[src/rtl/approx_add_pkg.sv]
// Shared cell functions, mode encoding and saturating arithmetic for the
// approximate ripple-carry adder family.
package approx_add_pkg;

  localparam logic MODE_EXACT  = 1'b0;
  localparam logic MODE_APPROX = 1'b1;

  localparam int unsigned SAT_W = 64;

  function automatic logic approx_cell_s(input logic x, input logic y, input logic z);
    return ~x & (y | z);
  endfunction

  // The approximate cell forwards the a-bit as carry; b and carry-in are ignored.
  function automatic logic approx_cell_c(input logic x);
    return x;
  endfunction

  // Returns {cout, sum}.
  function automatic logic [1:0] exact_cell(input logic x, input logic y, input logic z);
    return {(x & y) | (x & z) | (y & z), x ^ y ^ z};
  endfunction

  // Adds inc to acc, clamping at the all-ones value of a w-bit counter (w <= SAT_W).
  function automatic logic [SAT_W-1:0] sat_add(input logic [SAT_W-1:0] acc,
                                               input logic [SAT_W-1:0] inc,
                                               input int unsigned      w);
    logic [SAT_W:0]   sum;
    logic [SAT_W-1:0] lim;
    lim = (w >= SAT_W) ? '1 : ((SAT_W'(1) << w) - SAT_W'(1));
    sum = {1'b0, acc} + {1'b0, inc};
    return (sum > {1'b0, lim}) ? lim : sum[SAT_W-1:0];
  endfunction

endpackage

[src/rtl/approx_rc_segment.sv]
// One combinational carry segment computing the selectable approximate chain
// and the always-exact shadow chain side by side.
module approx_rc_segment
  import approx_add_pkg::*;
#(
  parameter int unsigned SEG_W       = 8,
  parameter int unsigned BASE_BIT    = 0,
  parameter int unsigned APPROX_BITS = 2
) (
  input  logic [SEG_W-1:0] a,
  input  logic [SEG_W-1:0] b,
  input  logic             mode,
  input  logic             c_ap,
  input  logic             c_ex,
  output logic [SEG_W-1:0] sum_ap_c,
  output logic [SEG_W-1:0] sum_ex_c,
  output logic             cout_ap_c,
  output logic             cout_ex_c
);

  logic cap;
  logic cex;

  always_comb begin
    cap      = c_ap;
    cex      = c_ex;
    sum_ap_c = '0;
    sum_ex_c = '0;
    for (int i = 0; i < int'(SEG_W); i++) begin
      // Absolute bit position decides whether the approximate cell applies.
      if ((mode == MODE_APPROX) && (int'(BASE_BIT) + i < int'(APPROX_BITS))) begin
        sum_ap_c[i] = approx_cell_s(a[i], b[i], cap);
        cap         = approx_cell_c(a[i]);
      end else begin
        {cap, sum_ap_c[i]} = exact_cell(a[i], b[i], cap);
      end
      {cex, sum_ex_c[i]} = exact_cell(a[i], b[i], cex);
    end
    cout_ap_c = cap;
    cout_ex_c = cex;
  end

endmodule

[src/rtl/approx_rc_adder_pipe.sv]
// Pipelined approximate ripple-carry adder with runtime exact/approx mode and
// an on-line error statistics monitor.
module approx_rc_adder_pipe
  import approx_add_pkg::*;
#(
  parameter int unsigned WIDTH       = 16,
  parameter int unsigned APPROX_BITS = 2,
  parameter int unsigned STAGES      = 2,
  parameter int unsigned ACC_W       = 32
) (
  input  logic             clk,
  input  logic             rst_n,
  input  logic             in_valid,
  output logic             in_ready,
  input  logic [WIDTH-1:0] in_a,
  input  logic [WIDTH-1:0] in_b,
  input  logic             in_approx,
  output logic             out_valid,
  input  logic             out_ready,
  output logic [WIDTH:0]   out_sum,
  output logic [WIDTH:0]   out_err,
  input  logic             stat_clear,
  output logic [ACC_W-1:0] stat_samples,
  output logic [ACC_W-1:0] stat_mismatch,
  output logic [ACC_W-1:0] stat_err_sum,
  output logic [WIDTH:0]   stat_err_max
);

  localparam int unsigned SEG_W = WIDTH / STAGES;
  localparam int unsigned SUM_W = WIDTH + 1;

  logic             adv;
  logic             st_valid [STAGES];
  logic             st_mode  [STAGES];
  logic [WIDTH-1:0] st_a     [STAGES];
  logic [WIDTH-1:0] st_b     [STAGES];
  logic [WIDTH-1:0] st_sap   [STAGES];
  logic [WIDTH-1:0] st_sex   [STAGES];
  logic             st_cap   [STAGES];
  logic             st_cex   [STAGES];

  logic [SEG_W-1:0] seg_sap  [STAGES];
  logic [SEG_W-1:0] seg_sex  [STAGES];
  logic             seg_cap  [STAGES];
  logic             seg_cex  [STAGES];
  logic [WIDTH-1:0] nxt_sap  [STAGES];
  logic [WIDTH-1:0] nxt_sex  [STAGES];

  logic [SUM_W-1:0] fin_ap;
  logic [SUM_W-1:0] fin_ex;
  logic [SUM_W-1:0] fin_err;

  // Single global enable: everything moves unless a valid result is blocked.
  assign adv      = ~out_valid | out_ready;
  assign in_ready = adv;

  for (genvar k = 0; k < int'(STAGES); k++) begin : g_seg
    approx_rc_segment #(
      .SEG_W      (SEG_W),
      .BASE_BIT   (k * SEG_W),
      .APPROX_BITS(APPROX_BITS)
    ) u_seg (
      .a        (st_a[k][k*SEG_W +: SEG_W]),
      .b        (st_b[k][k*SEG_W +: SEG_W]),
      .mode     (st_mode[k]),
      .c_ap     (st_cap[k]),
      .c_ex     (st_cex[k]),
      .sum_ap_c (seg_sap[k]),
      .sum_ex_c (seg_sex[k]),
      .cout_ap_c(seg_cap[k]),
      .cout_ex_c(seg_cex[k])
    );
  end

  // Merge each segment's fresh sum bits into the beat's partial sums.
  always_comb begin
    for (int k = 0; k < int'(STAGES); k++) begin
      nxt_sap[k]                    = st_sap[k];
      nxt_sex[k]                    = st_sex[k];
      nxt_sap[k][k*SEG_W +: SEG_W]  = seg_sap[k];
      nxt_sex[k][k*SEG_W +: SEG_W]  = seg_sex[k];
    end
  end

  assign fin_ap  = {seg_cap[STAGES-1], nxt_sap[STAGES-1]};
  assign fin_ex  = {seg_cex[STAGES-1], nxt_sex[STAGES-1]};
  assign fin_err = (fin_ap >= fin_ex) ? (fin_ap - fin_ex) : (fin_ex - fin_ap);

  always_ff @(posedge clk or negedge rst_n) begin
    if (!rst_n) begin
      for (int k = 0; k < int'(STAGES); k++) begin
        st_valid[k] <= 1'b0;
        st_mode[k]  <= MODE_EXACT;
        st_a[k]     <= '0;
        st_b[k]     <= '0;
        st_sap[k]   <= '0;
        st_sex[k]   <= '0;
        st_cap[k]   <= 1'b0;
        st_cex[k]   <= 1'b0;
      end
      out_valid <= 1'b0;
      out_sum   <= '0;
      out_err   <= '0;
    end else if (adv) begin
      st_valid[0] <= in_valid;
      st_mode[0]  <= in_approx;
      st_a[0]     <= in_a;
      st_b[0]     <= in_b;
      st_sap[0]   <= '0;
      st_sex[0]   <= '0;
      st_cap[0]   <= 1'b0;
      st_cex[0]   <= 1'b0;
      for (int k = 1; k < int'(STAGES); k++) begin
        st_valid[k] <= st_valid[k-1];
        st_mode[k]  <= st_mode[k-1];
        st_a[k]     <= st_a[k-1];
        st_b[k]     <= st_b[k-1];
        st_sap[k]   <= nxt_sap[k-1];
        st_sex[k]   <= nxt_sex[k-1];
        st_cap[k]   <= seg_cap[k-1];
        st_cex[k]   <= seg_cex[k-1];
      end
      out_valid <= st_valid[STAGES-1];
      out_sum   <= fin_ap;
      out_err   <= fin_err;
    end
  end

  // Statistics; clear wins over a coincident handshake.
  always_ff @(posedge clk or negedge rst_n) begin
    if (!rst_n) begin
      stat_samples  <= '0;
      stat_mismatch <= '0;
      stat_err_sum  <= '0;
      stat_err_max  <= '0;
    end else if (stat_clear) begin
      stat_samples  <= '0;
      stat_mismatch <= '0;
      stat_err_sum  <= '0;
      stat_err_max  <= '0;
    end else if (out_valid && out_ready) begin
      stat_samples <= ACC_W'(sat_add(SAT_W'(stat_samples), SAT_W'(1), ACC_W));
      if (out_err != '0) begin
        stat_mismatch <= ACC_W'(sat_add(SAT_W'(stat_mismatch), SAT_W'(1), ACC_W));
      end
      stat_err_sum <= ACC_W'(sat_add(SAT_W'(stat_err_sum), SAT_W'(out_err), ACC_W));
      if (out_err > stat_err_max) begin
        stat_err_max <= out_err;
      end
    end
  end

endmodule

[config.mk]
export PLATFORM = sky130hd
export DESIGN_NAME = approx_rc_adder_pipe
export DESIGN_NICKNAME = d
export VERILOG_FILES = /design/src/rtl/approx_add_pkg.sv /design/src/rtl/approx_rc_segment.sv /design/src/rtl/approx_rc_adder_pipe.sv
export SDC_FILE = /design/constraint.sdc
export NUM_CORES = 1
export LEC_CHECK = 0
export ABC_AREA = 1
export CAP_MARGIN = 0
export CORE_ASPECT_RATIO = 1.5
export CORE_UTILIZATION = 55
export DETAILED_ROUTE_END_ITERATION = 16
export GPL_ROUTABILITY_DRIVEN = 0
export GPL_TIMING_DRIVEN = 0
export PLACE_DENSITY = 0.79
export SYNTH_ARGS = -nofsm -noshare
export SYNTH_HDL_FRONTEND = slang
export SYNTH_SLANG_ARGS = --single-unit
[constraint.sdc]
create_clock -name clk -period 8.16 [get_ports clk]
set_input_delay 1.224 -clock clk [delete_from_list [all_inputs] [get_ports clk]]
set_output_delay 1.224 -clock clk [all_outputs]
set_load 0.01 [all_outputs]
==> results.yml, run 1 <==
status:
  outcome: "finished, final reports clean"
synth:
  ys_warn_count: 0
  postSynthAreaPerCell_um2: 6.96
  netlist_top_cells_area: "dfrtp_1 36%, nand2_1 20%, inv_1 6.0%"
  syn_inst: 2167
  post-synth-top-count-cell: "nand2_1"
  synth_common_cells: "790 x nand2_1, 240 x inv_1, 217 x dfrtp_1"
  syn_nets: 2309
  synth-edff-count: 0
  synthArstFlopShare_pct: 100
  seq_area_frac_synth_pct: 36.0
  yosys.cell_types.count: 45
  synth_ff_type: "dfrtp_1"
  ys_seq_elements: 217
  yosys.area.top_type: "dfrtp_1"
  synth_area_mm2: 0.0151
  synth_top_area_share_pct: 36.0
floorplanning:
  ios: 187
  dieWidth_um: 137
  rows: 73
  core-area_mm2: 0.0268
  fp.dieH_um: 205
  dieArea_mm2: 0.0281
  initial_core_util_pct: 56.3
cells_and_area:
  layout.nets: 2522
  drive_above_1_share_pct: 3.09
  area_delta_synth_final_pct: 20.7
  diodes: 0
pwr:
  p_leak_nw: 8.92
  peakVddDrop_mv: 0.314
  cellPowerDensity_mw_per_mm2: 393
clock_tree:
  cts_max_level: 1
  clock_latency_ns: 0.54
  cts_resized: 0
  post_cts_buffers: 0
  cts_buffers: 24
  clock_path_buffers: 3
  clk_pin_slew_ns: 0.06
  cts_root_buf: "clkbuf_16"
  tritoncts: "built"
  hold_buffers: 0
  clkSinkCount: 217
detailed_routing:
  route.detailed.drc: 0
  drt_iter0_drc: 998
  vias: 15100
  via_per_inst: 5.54
  wl_per_cell_um: 16.1
  routed_wl_mm: 44.0
  antenna_left: 0
  first_pass_iters: 5
job:
  maxCapViolations: 0
worst_setup_path:
  critPathCaptureType: "flip-flop"
  cp_max_fo: 10
  cp.arrival_ns: 6.49
  start_kind: "flip-flop"
  crit_required_ns: 8.56
  critical_path_class: "reg -> reg"
sta:
  setup_ws_ns: 2.07
  finalSetupViolCount: 0
  setup_tns_ns: 0
  rsz0062_at_grt: "false"
  maxClockFrequency_mhz: 164
  final_max_slew_viol_count: 0
  maxSlewHeadroom_pct: 17.2
  hold_violations: 0
  finClkSkew_ns: 0.0103
  finalCritPeriodShare_pct: 74.6
  max_slew.worst_pin.slew_ns: 1.24
  post-route-min-period_ns: 6.09
global_routing:
  first_global_vias: 14600
  grt_max_degree: 114
  grt_usage_pct: 32.3
  antenna_found_initial: 1
  grt_pass1_wl_mm: 71.0
  overflow: 0
placement:
  port_buffers: 186
  dp_slack_ns: 2.11
  dpl.hpwl_mm: 33.9
hold_path:
  hp-class: "reg -> reg"
-- worst max-delay path, cell delays in order, from the launching register on --
cell	delay (ns)
dfrtp_1	0.42
fa_1	0.19
inv_1	0.05
fa_1	0.38
fa_1	0.40
fa_1	0.40
fa_1	0.40
fa_1	0.39
fa_1	0.42
fa_1	0.39
ha_1	0.42
nand2_1	0.14
inv_1	0.06
a221oi_1	0.48
and3_1	0.23
nand3_1	0.30
inv_2	0.23
clkbuf_1	0.37
nand2_1	0.10
nand3_1	0.09
o21ai_1	0.07
-- power breakdown --
part | internal (W) | total, W | leakage, nW | switching [W]
clock network | 0.000676 | 0.00113 | 0.392 | 0.000450
logic | 0.00166 | 0.00435 | 5.72 | 0.00269
registers | 0.00137 | 0.00166 | 2.81 | 0.000296
-- placed cells by master (no fill, tap or decap), types with 60 or more instances in the layout --
| cell type | instances |
|---|---|
| nand2_1 | 790 |
| clkdlybuf4s50_1 | 185 |
| a21oi_1 | 60 |
| nand3_1 | 156 |
| ha_1 | 71 |
| inv_1 | 240 |
| nor2_1 | 187 |
| dfrtp_1 | 217 |
| clkbuf_1 | 62 |
| o21ai_0 | 128 |
-- worst paths after layout --
kind	to	cells after the start	slack, ns	from
worst max-delay path	out_err[1]$_DFFE_PN0P_	20	2.07	st_a[8]$_DFFE_PN0P_
worst min-delay path	out_valid$_DFFE_PN0P_	2	0.48	st_valid[0]$_DFFE_PN0P_
worst max register to register	out_err[1]$_DFFE_PN0P_	20	2.07	st_a[8]$_DFFE_PN0P_
worst min register to register	out_valid$_DFFE_PN0P_	2	0.48	st_valid[0]$_DFFE_PN0P_
max in group asynchronous	stat_samples[25]$_DFFE_PN0P_	2	6.42	rst_n
min in group asynchronous	stat_err_sum[28]$_DFFE_PN0P_	1	0.71	rst_n
-- sequential cells by signal, indices dropped and copies added, names as in the netlist --
register and count:
st_cex 1, st_valid 2, stat_mismatch 32, out_sum 17, st_a 24, st_b 24
stat_err_max 17, fin_ap 8, st_cap 1, stat_err_sum 32, fin_ex 8, out_valid 1
out_err 17, stat_samples 32, st_mode 1
-- through the flow --
stage | hold slack, ns | instances | power, W | utilization, % | cell area (um^2)
6_report | 0.476 | 2730 | 0.00714 | 68.0 | 18200
5_1_grt | 0.492 | 2730 | 0.00777 | 68.0 | 18200
4_1_cts | 0.480 | 2730 | 0.00709 | 68.0 | 18200
3_5_place_dp | 0.463 | 2691 | 0.00594 | 65.0 | 17400
3_3_place_gp | 0.440 | 2690 | 0.00582 | 64.9 | 17400
2_1_floorplan | 0.420 | 2167 | 0.00465 | - | 15100
-- kinds of logic (layout without fill, tap and decap cells) --
logic type / after synthesis / count (layout) / share of synthesized area [%]
adder cells (fa/ha/maj): 104 / 104 / 10.3
XOR/XNOR: 63 / 63 / 3.66
buffers and inverters: 318 / 544 / 8.16
AND/OR/NAND/NOR: 1223 / 1223 / 33.2
flip-flops: 217 / 217 / 36.0
AO/OA/AOI/OAI: 242 / 242 / 8.69
-- cell type report --
class                           count  area (um^2)
Timing Repair Buffer              187         1890
Buffer                             73          310
Sequential cell                   217         5430
Fill cell                        2390         8560
Multi-Input combinational cell   1632         8420
Inverter                          245          920
Clock buffer                       31          678
Clock inverter                      8          125
Tap cell                          337          422
-- layer usage --
metal  wire length, um  up-vias  GRT usage [%]
met2             22200      640           57.1
met4              3010        2           21.2
met3              2910      214           4.78
met1             15900     6984           35.5
li1                  -     7278              -
met5                13        -              0
Power figures use the tool's default switching activity.
==> inputs of run 2 (changes only) <==
clock period = 6.27 ns   (was 8.16 ns; I/O delays follow)
==> results.yml, run 2 (synthesis gave the netlist of run 1 again) <==
status:
  outcome: "finished, final reports clean"
clock_tree:
  clock_path_buffers: 3
  cts_max_level: 1
  post_cts_buffers: 0
  tritoncts: "built"
  hold_buffers: 0
  clk_pin_slew_ns: 0.06
  clock_latency_ns: 0.54
  clkSinkCount: 217
  cts_root_buf: "clkbuf_16"
  cts_resized: 0
  cts_buffers: 24
pwr:
  p_leak_nw: 8.92
  p_comb_share_pct: 60.8
  seq_power_share_pct: 23.4
  cellPowerDensity_mw_per_mm2: 510
  p_int_w: 0.00482
  p_clk_share_pct: 15.8
  peakVddDrop_mv: 0.419
  power.switching_w: 0.00445
  switching_share_pct: 48.0
sta:
  maxSlewHeadroom_pct: 16.1
  finalCritPeriodShare_pct: 92.6
  post-route-min-period_ns: 5.81
  final_max_slew_viol_count: 0
  max_slew.worst_pin.slew_ns: 1.25
  finClkSkew_ns: 0.0107
  rsz0062_at_grt: "false"
  maxClockFrequency_mhz: 172
  finalSetupViolCount: 0
  hold_violations: 0
  setup_ws_ns: 0.462
global_routing:
  grt_usage_pct: 32.3
  grt_pass1_wl_mm: 71.0
  first_global_vias: 14600
  overflow: 0
  grt_max_degree: 114
  antenna_found_initial: 1
worst_setup_path:
  cp_max_fo: 15
  start_kind: "flip-flop"
  crit_path_start: "st_a[8]$_DFFE_PN0P_"
  cp_cell_sequence: "fa_1 -> inv_1 -> fa_1 -> fa_1 -> fa_1 -> fa_1 -> fa_1 -> fa_1 -> fa_1 -> ha_1 -> nand2_1 -> inv_1 -> a221oi_1 -> and3_1 -> nand3_1 -> inv_2 -> nand2_1 -> nand3_1 -> o21ai_1"
  cp.depth: 19
  ff2ff_path_depth: 19
  critical_path_class: "reg -> reg"
  cp_common_cell: "fa_1"
  crit_required_ns: 6.67
  r2r_setup_slack_ns: 0.46
  crit_family: "adder cells"
  endpoint: "out_err[1]$_DFFE_PN0P_"
  cpPeakStageDelay_ns: 0.48
  cp.arrival_ns: 6.21
  cp_slowest_cell: "a221oi_1"
  critPathCaptureType: "flip-flop"
  crit-reg2reg-launch: "st_a[8]$_DFFE_PN0P_"
  critPathBufInv: 3
  r2r_end: "out_err[1]$_DFFE_PN0P_"
cells_and_area:
  top_regs: "stat_err_sum (32), stat_mismatch (32), stat_samples (32)"
  fillers: 2388
  layout.nets: 2521
  layout_common_cells: "790 x nand2_1, 240 x inv_1, 217 x dfrtp_1"
  diodes: 0
  area_delta_synth_final_pct: 20.7
  final_common_cell: "nand2_1"
  drive_above_1_share_pct: 3.09
  final_cell_count_no_fill: 2729
detailed_routing:
  routed_wl_mm: 43.9
  wl_per_cell_um: 16.1
  first_pass_iters: 7
  antenna_left: 0
  drt_iter0_drc: 881
  route.detailed.drc: 0
  vias: 15100
  via_per_inst: 5.53
placement:
  port_buffers: 186
  dpl.cell_count: 2691
  dp_slack_ns: 0.219
  dpl.hpwl_mm: 33.9
floorplanning:
  rows: 73
  core-area_mm2: 0.0268
  dieArea_mm2: 0.0281
  initial_core_util_pct: 56.3
  dieWidth_um: 137
  fp.dieH_um: 205
  ios: 187
hold_path:
  hp-class: "in -> async"
job:
  maxCapViolations: 0
[run 2: how the worst min path moves through the flow]
stage	startpoint	endpoint	slack, ns
3_5_place_dp	st_b[24]$_DFFE_PN0P_	st_b[8]$_DFFE_PN0P_	0.46
3_3_place_gp	st_valid[0]$_DFFE_PN0P_	out_valid$_DFFE_PN0P_	0.44
5_1_grt	st_valid[1]$_DFFE_PN0P_	st_valid[1]$_DFFE_PN0P_	0.49
4_1_cts	rst_n	stat_err_sum[28]$_DFFE_PN0P_	0.46
6_report	rst_n	stat_err_sum[28]$_DFFE_PN0P_	0.43
2_1_floorplan	st_valid[0]$_DFFE_PN0P_	out_valid$_DFFE_PN0P_	0.42
[run 2: metal layers]
metal	wire length [um]	vias up	track usage (%)
met1	15800	6971	35.5
met3	2880	202	4.78
met4	2970	2	21.2
li1	-	7281	-
met2	22300	640	57.1
met5	13	-	0
[run 2: layout make-up]
cell class	instances	area, um^2	area share [%]
Clock buffer	31	678	3.73
Multi-Input combinational cell	1632	8420	46.3
Timing Repair Buffer	187	1890	10.4
Sequential cell	217	5430	29.8
Clock inverter	8	125	0.688
Tap cell	337	422	2.32
Buffer	72	307	1.68
Inverter	245	920	5.05
[run 2: power groups by stage]
stage / clock [W] / combinational, W / sequential (W)
CTS: 0.00148 / 0.00559 / 0.00216
global route: 0.00154 / 0.00636 / 0.00220
floorplan: 0 / 0.00392 / 0.00213
finish: 0.00147 / 0.00564 / 0.00217
detailed placement: 0 / 0.00555 / 0.00218
global placement: 0 / 0.00541 / 0.00216
[run 2: worst register-to-register path, cell delays in order (launching register included)]
cell and delay (ns):
dfrtp_1 0.42, fa_1 0.19, inv_1 0.05, fa_1 0.38, fa_1 0.40, fa_1 0.40, fa_1 0.40, fa_1 0.39
fa_1 0.42, fa_1 0.39, ha_1 0.42, nand2_1 0.14, inv_1 0.06, a221oi_1 0.48, and3_1 0.23, nand3_1 0.30
inv_2 0.34, nand2_1 0.09, nand3_1 0.08, o21ai_1 0.07
[run 2: metrics by stage]
step | power (W) | area (um^2) | hold slack, ns | TNS, ns | utilization [%]
finish | 0.00927 | 18200 | 0.426 | 0 | 68.0
global route | 0.0101 | 18200 | 0.492 | 0 | 68.0
CTS | 0.00923 | 18200 | 0.459 | 0 | 68.0
detailed placement | 0.00772 | 17400 | 0.463 | 0 | 65.0
global placement | 0.00757 | 17400 | 0.440 | -997.98 | 64.9
floorplan | 0.00605 | 15100 | 0.420 | 0 | -
==> inputs of run 3 (changes only) <==
CORE_UTILIZATION = 52   (was 55)
PLACE_DENSITY = 0.78   (was 0.79)
SYNTH_HIERARCHICAL = 1   (was default)
clock period = 5.29 ns   (was 6.27 ns; I/O delays follow)
==> results.yml, run 3 <==
hold_path:
  hp-class: "in -> async"
clock_tree:
  cts_max_level: 1
  cts_buffers: 23
  clock_path_buffers: 3
  clock_latency_ns: 0.55
  tritoncts: "built"
  clk_pin_slew_ns: 0.06
  cts_root_buf: "clkbuf_16"
  clkSinkCount: 217
detailed_routing:
  route.detailed.drc: 0
  first_pass_iters: 6
  vias: 14900
  via_per_inst: 5.40
  drt_iter0_drc: 902
  routed_wl_mm: 44.3
  wl_per_cell_um: 16.1
  antenna_left: 0
floorplanning:
  core-area_mm2: 0.0289
  initial_core_util_pct: 53.2
  rows: 76
  dieArea_mm2: 0.0303
  dieWidth_um: 142
  ios: 187
  fp.dieH_um: 213
global_routing:
  grt_max_degree: 120
  first_global_vias: 14800
  grt_usage_pct: 29.6
  grt_pass1_wl_mm: 70.7
  overflow: 0
  antenna_found_initial: 0
cells_and_area:
  area_delta_synth_final_pct: 22.8
  final_common_cell: "nand2_1"
  drive_above_1_share_pct: 8.92
  fillers: 2504
  top_regs: "stat_err_sum (32), stat_mismatch (32), stat_samples (32)"
  diodes: 0
  layout.nets: 2493
  fin_util_pct: 65.3
  layout_common_cells: "758 x nand2_1, 226 x inv_1, 217 x dfrtp_1"
status:
  violations: "negative setup slack"
  outcome: "finished with violations"
sta:
  maxClockFrequency_mhz: 188
  whs_ns: 0.257
  maxSlewHeadroom_pct: 48.9
  finClkSkew_ns: 0.0200
  final_max_slew_viol_count: 0
  max_slew.worst_pin.slew_ns: 0.764
  post-route-min-period_ns: 5.31
  finalCritPeriodShare_pct: 100
  rsz0062_at_grt: "true"
  setup_tns_ns: -0.0246
  setup_ws_ns: -0.0184
  finalSetupViolCount: 2
  hold_violations: 0
pwr:
  cellPowerDensity_mw_per_mm2: 657
  p_leak_nw: 9.70
  peakVddDrop_mv: 0.572
synth:
  syn_inst: 2121
  synth_area_mm2: 0.0154
  postSynthAreaPerCell_um2: 7.25
  ys_warn_count: 6
worst_setup_path:
  ff2ff_path_depth: 23
  cp_cell_sequence: "inv_2 -> fa_2 -> inv_2 -> fa_2 -> fa_2 -> fa_2 -> fa_2 -> fa_2 -> fa_2 -> inv_2 -> fa_1 -> inv_2 -> inv_4 -> ha_4 -> buf_8 -> nand2_8 -> inv_2 -> a221oi_4 -> nand4_1 -> inv_2 -> buf_2 -> nand2_1 -> a31oi_1"
  cp_slowest_cell: "fa_1"
  cp_common_cell: "fa_2"
  critical_path_class: "reg -> reg"
  cpPeakStageDelay_ns: 0.41
  cp.arrival_ns: 5.77
  cp_max_fo: 5
  start_kind: "flip-flop"
  critPathCaptureType: "flip-flop"
  crit_required_ns: 5.75
placement:
  dpl.hpwl_mm: 33.7
  port_buffers: 185
job:
  maxCapViolations: 0
## run 3: path summary, 6_finish.rpt
check	from	endpoint	slack [ns]
min in group clk	st_valid[0]$_DFFE_PN0P_	out_valid$_DFFE_PN0P_	0.46
setup / recovery	st_a[8]$_DFFE_PN0P_	out_err[6]$_DFFE_PN0P_	-0.02
setup reg to reg	st_a[8]$_DFFE_PN0P_	out_err[6]$_DFFE_PN0P_	-0.02
max in group asynchronous	rst_n	st_a[12]$_DFFE_PN0P_	3.96
hold / removal	rst_n	stat_err_sum[13]$_DFFE_PN0P_	0.26
hold reg to reg	st_valid[0]$_DFFE_PN0P_	out_valid$_DFFE_PN0P_	0.46
## run 3: metrics by stage
step / setup slack (ns) / cell area, um^2 / std cells / power [W]
global placement: -5.58 / 17700 / 2698 / 0.00916
floorplan: 0.0859 / 15400 / 2123 / 0.00730
detailed placement: -0.839 / 17800 / 2699 / 0.00939
CTS: 0.00573 / 18700 / 2747 / 0.0115
global route: -0.148 / 18900 / 2756 / 0.0133
finish: -0.0184 / 18900 / 2756 / 0.0124
## run 3: power by group
part	internal (W)	switching, W	leakage (nW)
logic	0.00328	0.00478	6.49
clock network	0.00102	0.000698	0.396
registers	0.00210	0.000519	2.81
## run 3: area by class of cell
type,count,area (um^2),share of cell area (%)
plain buffers,71,375,1.99
clock buffers,35,711,3.76
clock inverters,7,91.3,0.484
inverters,242,911,4.82
multi-input cells,1592,8850,46.9
flip-flops and latches,217,5430,28.7
well taps,390,488,2.58
repair buffers,202,2030,10.7
## run 3: per-layer routing
layer  up-vias  global-route usage [%]  wire length (um)
met2       597                    55.3             23200
met5         -                       0                 0
met3       208                    3.18              2190
li1       7159                       -                 -
met1      6918                    30.4             15700
met4         0                    21.3              3180
## run 3: critical path: cells and delay by family (launching register included)
family / cells / cell delay [ns]
and+or+nand+nor: 3 / 0.40
adders and majority gates: 9 / 3.00
AOI/OAI and AO/OA: 2 / 0.47
buffers and inverters: 9 / 0.92
DFF: 1 / 0.40
## run 3: timing repair
item	CTS	global route
buffers inserted	6	8
pin swaps	4	12
gates resized for setup	23	35
cloned	0	2
hold buffers	0	0
setup endpoints to repair	16	16
